--- config.mk ---
export PLATFORM = sky130hd
export DESIGN_NAME = serial_mag_compare_ctrl_flat
export DESIGN_NICKNAME = d
export VERILOG_FILES = /design/src/rtl/serial_mag_compare_ctrl_if.sv /design/src/rtl/serial_mag_compare_ctrl.sv /design/src/flat_wrapper.sv
export SDC_FILE = /design/constraint.sdc
export NUM_CORES = 1
export LEC_CHECK = 0
export BUFFER_PORTS_ARGS = -buffer_cell sky130_fd_sc_hd__buf_2
export CORE_ASPECT_RATIO = 0.75
export CORE_UTILIZATION = 45
export DETAILED_ROUTE_END_ITERATION = 7
export GPL_TIMING_DRIVEN = 0
export PLACE_DENSITY = 0.76
export SYNTH_ARGS = -nofsm -noshare
export SYNTH_HDL_FRONTEND = slang
export SYNTH_SLANG_ARGS = --single-unit
--- constraint.sdc ---
create_clock -name clk -period 2.5 [get_ports clk]
set_input_delay 0.5 -clock clk [delete_from_list [all_inputs] [get_ports clk]]
set_output_delay 0.5 -clock clk [all_outputs]
set_load 0.02 [all_outputs]
--- src/rtl/serial_mag_compare_ctrl_if.sv ---
// Host-side bundle for the bit-serial magnitude comparator: request operands
// plus busy/done handshake and the registered three-way result.
interface serial_mag_compare_ctrl_if #(
    parameter int WIDTH = 8
);
    localparam int CW = $clog2(WIDTH + 1);

    logic             start;
    logic [WIDTH-1:0] a;
    logic [WIDTH-1:0] b;
    logic             busy;
    logic             done;
    logic             a_gt_b;
    logic             a_eq_b;
    logic             a_lt_b;
    logic [CW-1:0]    cycles;

    modport master (
        output start, a, b,
        input  busy, done, a_gt_b, a_eq_b, a_lt_b, cycles
    );

    modport slave (
        input  start, a, b,
        output busy, done, a_gt_b, a_eq_b, a_lt_b, cycles
    );
endinterface

--- src/rtl/serial_mag_compare_ctrl.sv ---
// Sequences one 1-bit comparator slice MSB-first over two latched WIDTH-bit
// operands; results are published only on the DONE cycle and held until the next start.
module serial_mag_compare_ctrl #(
    parameter int WIDTH      = 8,
    parameter bit EARLY_EXIT = 1'b1
) (
    input  logic                     clk,
    input  logic                     rst,
    serial_mag_compare_ctrl_if.slave bus
);
    localparam int CW = $clog2(WIDTH + 1);
    localparam int IW = $clog2(WIDTH);

    typedef enum logic [1:0] {IDLE, CMP, DONE} state_t;

    state_t           state, state_nx;
    logic [WIDTH-1:0] a_r, b_r;
    logic [IW-1:0]    idx;
    logic [CW-1:0]    cnt;
    logic             rec_gt, rec_lt;
    logic             gt_q, eq_q, lt_q;
    logic [CW-1:0]    cycles_q;

    logic bit_a, bit_b, s_gt, s_eq, s_lt;
    logic finish, fin_gt, fin_eq, fin_lt, no_rec;

    // the single comparator slice
    assign bit_a = a_r[idx];
    assign bit_b = b_r[idx];
    assign s_gt  = bit_a & ~bit_b;
    assign s_eq  = ~(bit_a ^ bit_b);
    assign s_lt  = ~bit_a & bit_b;

    // First recorded difference wins; the current bit only counts if none was seen.
    assign no_rec = ~rec_gt & ~rec_lt;
    assign fin_gt = rec_gt | (no_rec & s_gt);
    assign fin_lt = rec_lt | (no_rec & s_lt);
    assign fin_eq = no_rec & s_eq;

    always_ff @(posedge clk) begin
        if (rst) state <= IDLE;
        else     state <= state_nx;
    end

    always_comb begin
        state_nx = state;
        finish   = 1'b0;
        case (state)
            IDLE: if (bus.start) state_nx = CMP;
            CMP: begin
                if ((EARLY_EXIT && (s_gt || s_lt)) || idx == '0) begin
                    finish   = 1'b1;
                    state_nx = DONE;
                end
            end
            DONE:    state_nx = IDLE;
            default: state_nx = IDLE;
        endcase
    end

    always_ff @(posedge clk) begin
        if (rst) begin
            a_r      <= '0;
            b_r      <= '0;
            idx      <= '0;
            cnt      <= '0;
            rec_gt   <= 1'b0;
            rec_lt   <= 1'b0;
            gt_q     <= 1'b0;
            eq_q     <= 1'b0;
            lt_q     <= 1'b0;
            cycles_q <= '0;
        end else begin
            case (state)
                IDLE: begin
                    if (bus.start) begin
                        a_r    <= bus.a;
                        b_r    <= bus.b;
                        idx    <= IW'(WIDTH - 1);
                        cnt    <= '0;
                        rec_gt <= 1'b0;
                        rec_lt <= 1'b0;
                        gt_q   <= 1'b0;
                        eq_q   <= 1'b0;
                        lt_q   <= 1'b0;
                    end
                end
                CMP: begin
                    cnt <= cnt + 1'b1;
                    idx <= idx - 1'b1;
                    if (no_rec) begin
                        rec_gt <= s_gt;
                        rec_lt <= s_lt;
                    end
                    if (finish) begin
                        gt_q     <= fin_gt;
                        eq_q     <= fin_eq;
                        lt_q     <= fin_lt;
                        cycles_q <= cnt + 1'b1;
                    end
                end
                default: ;
            endcase
        end
    end

    assign bus.busy   = (state != IDLE);
    assign bus.done   = (state == DONE);
    assign bus.a_gt_b = gt_q;
    assign bus.a_eq_b = eq_q;
    assign bus.a_lt_b = lt_q;
    assign bus.cycles = cycles_q;
endmodule

--- src/flat_wrapper.sv ---
// flat-port wrapper written by rule: the top's interface ports become plain ports
module serial_mag_compare_ctrl_flat 
#(
    parameter int WIDTH      = 8,
    parameter bit EARLY_EXIT = 1'b1
)
  (clk, rst, bus_start, bus_a, bus_b, bus_busy, bus_done, bus_a_gt_b, bus_a_eq_b, bus_a_lt_b, bus_cycles);
  serial_mag_compare_ctrl_if #(.WIDTH(WIDTH)) bus_i ();
  input  logic clk;
  input  logic rst;
  input wire logic [$bits(bus_i.start)-1:0] bus_start;
  input wire logic [$bits(bus_i.a)-1:0] bus_a;
  input wire logic [$bits(bus_i.b)-1:0] bus_b;
  output wire logic [$bits(bus_i.busy)-1:0] bus_busy;
  output wire logic [$bits(bus_i.done)-1:0] bus_done;
  output wire logic [$bits(bus_i.a_gt_b)-1:0] bus_a_gt_b;
  output wire logic [$bits(bus_i.a_eq_b)-1:0] bus_a_eq_b;
  output wire logic [$bits(bus_i.a_lt_b)-1:0] bus_a_lt_b;
  output wire logic [$bits(bus_i.cycles)-1:0] bus_cycles;
  assign bus_i.start = bus_start;
  assign bus_i.a = bus_a;
  assign bus_i.b = bus_b;
  assign bus_busy = bus_i.busy;
  assign bus_done = bus_i.done;
  assign bus_a_gt_b = bus_i.a_gt_b;
  assign bus_a_eq_b = bus_i.a_eq_b;
  assign bus_a_lt_b = bus_i.a_lt_b;
  assign bus_cycles = bus_i.cycles;
  serial_mag_compare_ctrl #(.WIDTH(WIDTH), .EARLY_EXIT(EARLY_EXIT)) u_core (.clk(clk), .rst(rst), .bus(bus_i));
endmodule
# Word level (Yosys, flattened, before mapping)

Cells that the tools add are included.

Input port bits: 19
Output and inout bits: 9
Word-level logic and storage cells: 70
Bits in registers: 34

Reductions and logical operators: 12
Muxes and demuxes: 24
Add/sub/neg operators: 2
Order comparisons: 1
Bitwise gates (word level): 14
Equal/unequal tests: 6

Operators with widths:

| kind                | count |
|---|---|
| $mux 1              | 10 |
| $pmux 1 s2          | 5 |
| $pmux 4 s2          | 1 |
| $reduce_and 2->1    | 4 |
| $and 1x1->1         | 6 |
| $bmux 1 s3          | 2 |
| $ne 2x1->1 const B  | 3 |
| $pmux 3 s2          | 1 |
| $reduce_and 3->1    | 2 |
| $not 1->1           | 5 |
| $add 4x1->4 const B | 1 |
| $lt 3x4->1 const B  | 1 |
| $mux 2              | 2 |
| $mux 4              | 1 |
| $pmux 2 s2          | 1 |
| $reduce_bool 2->1   | 2 |
| $logic_not 3->1     | 1 |
| $mux 3              | 1 |
| $sub 3x1->3 const B | 1 |
| $eq 2x1->1 const B  | 1 |
| $eq 2x2->1 const B  | 1 |
| $logic_not 2->1     | 1 |
| $logic_or 1x1->1    | 2 |
| $ne 2x2->1 const B  | 1 |
| other kinds (2)     | 3 |

# Logic depth before layout (Yosys ltp)

Word-level depth: 10
Depth in mapped cells: 8
Depth with buffers taken out: 7

# Least setup slack after synthesis

No wires, ideal clock.

Kind: reg2reg
Start point: register u_core.idx[2]
End point: register u_core.cycles_q[0] (netlist: u_core.bus.cycles[0])
Arrival: 2.003 ns
Data required time: 2.379 ns
Path buffers: 1
Clock period less this slack: 2.124 ns
Library setup time: 0.121 ns
Stages on the path, launching flop included: 8
Path slack: 0.376 ns
Path through: dfxtp_1 buf_2 mux4_2 nand2_1 nand2_1 ha_1 a21oi_2 mux2_2

Longest elaborated chain between the ends: 9
Elaborated cells on any way between the ends: 14
Classes of those cells: 6 x mux; 4 x bitwise; 4 x reduce/logical

Ends and longest elaborated chain:

| item                                  | RTL line                                                     | text |
|---|---|---|
| start: declaration                    | serial_mag_compare_ctrl.sv:18                                | `logic [IW-1:0] idx;` |
| start signal: assignment              | serial_mag_compare_ctrl.sv:79                                | `idx <= IW'(WIDTH - 1);` |
| start signal: assignment              | serial_mag_compare_ctrl.sv:90                                | `idx <= idx - 1'b1;` |
| $bmux 1 s3, on equally long branches  | serial_mag_compare_ctrl.sv:29, serial_mag_compare_ctrl.sv:28 |  |
| $mux 1, on equally long branches      | serial_mag_compare_ctrl.sv:29, serial_mag_compare_ctrl.sv:28 |  |
| $not 1->1, on equally long branches   | serial_mag_compare_ctrl.sv:30, serial_mag_compare_ctrl.sv:32 |  |
| $and 1x1->1, on equally long branches | serial_mag_compare_ctrl.sv:30, serial_mag_compare_ctrl.sv:32 |  |
| $logic_or 1x1->1                      | serial_mag_compare_ctrl.sv:51                                | `if ((EARLY_EXIT && (s_gt \|\| s_lt)) \|\| idx == '0) begin` |
| $logic_or 1x1->1 (*)                  | serial_mag_compare_ctrl.sv:51                                |  |
| $mux 1 (*)                            | serial_mag_compare_ctrl.sv:51                                |  |
| $mux 1 (*)                            | serial_mag_compare_ctrl.sv:48                                | `case (state)` |
| $reduce_and 2->1 (no line) (*)        | n/a                                                          |  |
| end signal: assignment                | serial_mag_compare_ctrl.sv:99                                | `cycles_q <= cnt + 1'b1;` |
| end: declaration                      | serial_mag_compare_ctrl.sv:22                                | `logic [CW-1:0] cycles_q;` |

Mark *: on every way between the ends. The rest lies on a longest branch, timed or not. The select of a mux whose other input is x is not followed.
A chain may end at the register's enable or synchronous reset.

# Worst setup path in the final report

Same ends and word-level chain as after synthesis.

==> run metrics <==
outcome=complete, no violations; clock root cell=sky130_fd_sc_hd__clkbuf_8; worst hold slack across all endpoints=approximately 0.44 ns; Max-slew headroom=66.7%; pin count of the biggest net entering global routing=11; clk buf depth=2; detailed-route wire length per cell=around 13 µm; Worst Setup Slack, final=about 0.20 ns; power density over the cells=roughly 700 nW/µm²; number of antenna-violating nets in the routed design=0; maximum operating frequency=434 MHz; Worst Setup Slack post-DPL=0.139 ns; cell area after layout=roughly 1900 µm²; DRC=0; WS Path Type=reg -> reg; Post-Syn Area=around 1600 µm²; count of cell types in the netlist=36; final worst path period share=92.1%; arrival time of data at the critical path endpoint=2.48 ns; total congestion overflow=0; vias after detailed routing=about 1,300; type of element capturing the critical path=flip-flop; fin crit period=roughly 2.3 ns; number of clock buffers inserted by TritonCTS=5; final worst clock skew=~0.0043 ns; I/O pin cnt=28; clock sink count=34; placed cell areas=around 1800 µm²; Pins Over Slew Limit=0; worst hold path class=in -> reg; TritonCTS clock tree=yes; number of global-route vias before repair=1,194; buffers inserted during post-CTS setup optimization=0; Via density=approximately 5.4; detailed-router iteration count before antenna repair=4; portion of the post-synthesis area used by sequential elements=between 40% and 50%; Critical Path Fanout Max=8; Syn Nets=197; post-cts hold buffer count=0; setup repair after global routing missed its margin=false; mean cell area of the mapped netlist=9.18 µm²; share of the synthesized area in the top cell type=between 40% and 50%; pin slew with the least headroom to its limit=about 0.5 ns; flops & latches, synth=34; placer's final routability congestion estimate=0.765; Port-buffer cells=27; required time worst endpoint=between 2 and 3 ns; final non-filler cell total=248; effective utilization at floorplan=between 40% and 50%; global-route usage over all layers=about a fifth; HPWL reported at the end of detailed placement=approximately 2.3 mm; met2 track demand over resource in global routing=between 20 and 30%; warnings from Yosys=0; hold violation total from the final report=0; cell taking the most area after synthesis=sky130_fd_sc_hd__dfxtp_1; total setup violations reported at the end of the flow=0; post-detailed-routing wire length=3.22 mm; global-route layer with the greatest usage=met2; width of the die=a little over 70 µm; Post-Route Setup TNS=0 ns; clock latency reported for the late side of the worst-skew pair=~0.29 ns; overall die area=3770 µm²; CTS HTree Levels=2; number of placement rows=18; growth of design area from synthesis to finish=17.9%; wire length of the first global-routing pass=around 5.4 mm; instance count of the mapped netlist=between 150 and 200; Peak VDD IR=343 µV; leakage power figure=0.799 nW; cell types with the largest area share after synthesis=sky130_fd_sc_hd__dfxtp_1 (43%), sky130_fd_sc_hd__nand2_1 (10%), sky130_fd_sc_hd__a21oi_1 (5.7%); number of nets in the finished design=231; clock input transition at the sequential cells of the worst setup and hold paths=0.07 ns; startpoint type of the worst setup path=flip-flop; Die Height=53.4 µm; number of antenna violations at the first check in global routing=0; Core Box Area=around 3300 µm²; met1 layer usage reported by global route=about a quarter; layout cell share with drive strength beyond 1=between 20 and 30%; 1st-iter DRT viols=62; maximum capacitance violations=0; Placed Instances=between 200 and 250; met3 Usage GRT=4.00%; Inserted Diodes=0
-- report_power, final --
part	switching, mW	internal [mW]
logic	0.170	0.140
clock network	0.196	0.222
registers	0.0318	0.586
-- layout make-up --
type	count	area (µm²)
fill	323	1460
multi-input combinational	126	838
sequential	34	681
timing repair buffer	27	135
clock buffer	7	86.3
buffer	8	57.6
tap	40	50.0
inverter	5	18.8
clock inverter	1	5.00
-- cell usage after synthesis, drive strengths merged --
master and count:
nor2b 7, a22oi 3, nand2b 2, nor3b 2, a31oi 1, a221oi 2, nand3 4, nand2 44
o211a 1, a221o 1, and2 3, a21oi 20, clkbuf 3, or3b 1, xor2 1, a31o 1
ha 5, or3 1, mux2i 5, o21ai 4, a2111o 1, or2 1, mux4 4, and2b 1
dfxtp 34, nor2 7, a222oi 1, nand3b 1, mux2 1, inv 5, o21bai 1, buf 5
-- kinds of logic after synthesis --
| logic type | count (synthesis) | synth area share [%] |
|---|---|---|
| xor gates and xnor gates | 1 | 0.552 |
| muxes | 10 | 9.54 |
| adders and majority gates | 5 | 3.94 |
| buffers and inverters | 13 | 4.81 |
| DFF | 34 | 42.9 |
| AOI/OAI and AO/OA | 36 | 15.4 |
| and+or+nand+nor | 74 | 22.9 |
-- critical path, stage by stage (launching register included) --
cell                      delay [ns]
sky130_fd_sc_hd__dfxtp_1        0.30
sky130_fd_sc_hd__buf_2          0.20
sky130_fd_sc_hd__mux4_2         0.53
sky130_fd_sc_hd__nand2_1        0.11
sky130_fd_sc_hd__nand2_1        0.06
sky130_fd_sc_hd__ha_1           0.40
sky130_fd_sc_hd__a21oi_4        0.25
sky130_fd_sc_hd__mux2_2         0.35
-- cells in the final DEF (no fill, tap or decap), types with 2 or more instances in the layout --
master	instances
sky130_fd_sc_hd__buf_6	3
sky130_fd_sc_hd__o21ai_0	4
sky130_fd_sc_hd__nand2b_4	2
sky130_fd_sc_hd__a22oi_1	3
sky130_fd_sc_hd__and2_1	3
sky130_fd_sc_hd__nand2_1	44
sky130_fd_sc_hd__ha_1	5
sky130_fd_sc_hd__nand3_1	4
sky130_fd_sc_hd__a21oi_1	18
sky130_fd_sc_hd__nor2b_1	7
sky130_fd_sc_hd__mux2i_1	5
sky130_fd_sc_hd__clkbuf_1	4
sky130_fd_sc_hd__clkbuf_8	6
sky130_fd_sc_hd__a221oi_1	2
sky130_fd_sc_hd__buf_2	28
sky130_fd_sc_hd__inv_1	5
sky130_fd_sc_hd__mux4_2	4
sky130_fd_sc_hd__nor2_1	7
sky130_fd_sc_hd__dfxtp_1	34
-- routing by layer --
layer | routed length, µm | share of wire [%]
met3 | 151 | 4.7
met5 | 0 | 0
met4 | 28 | 0.87
met1 | 1610 | 50
met2 | 1430 | 44
-- what timing repair did --
action / CTS / global route
resized for setup: 0 / 1
hold endpoints to repair: 0 / 0
endpoints found under the setup margin: 0 / 1
-- through the flow --
stage | power, mW | util [%]
after floorplan | 0.856 | -
after global placement | 0.929 | 53.2
after detailed placement | 0.935 | 53.2
after CTS | 1.35 | 55.9
after global routing | 1.41 | 56.2
final | 1.35 | 56.2
-- sequential cells by signal (all words and copies together) (netlist names) --
name / count
u_core.rec_gt: 1
u_core.idx: 3
u_core.bus.a_eq_b: 1
u_core.state: 2
u_core.a_r: 8
u_core.b_r: 8
u_core.rec_lt: 1
u_core.cnt: 4
u_core.bus.a_lt_b: 1
u_core.bus.cycles: 4
u_core.bus.a_gt_b: 1
-- worst paths after layout --
| path | start | endpoint | slack [ns] | depth (start not counted) |
|---|---|---|---|---|
| worst min register to register | u_core.b_r[2] | u_core.b_r[2] | 0.45 | 2 |
| worst max-delay path | u_core.idx[2] | u_core.bus.cycles[0] | 0.20 | 7 |
| worst min-delay path | bus_a[1] | u_core.a_r[1] | 0.44 | 3 |
| worst max register to register | u_core.idx[2] | u_core.bus.cycles[0] | 0.20 | 7 |
Note: power is estimated with default switching activity, not from simulation.
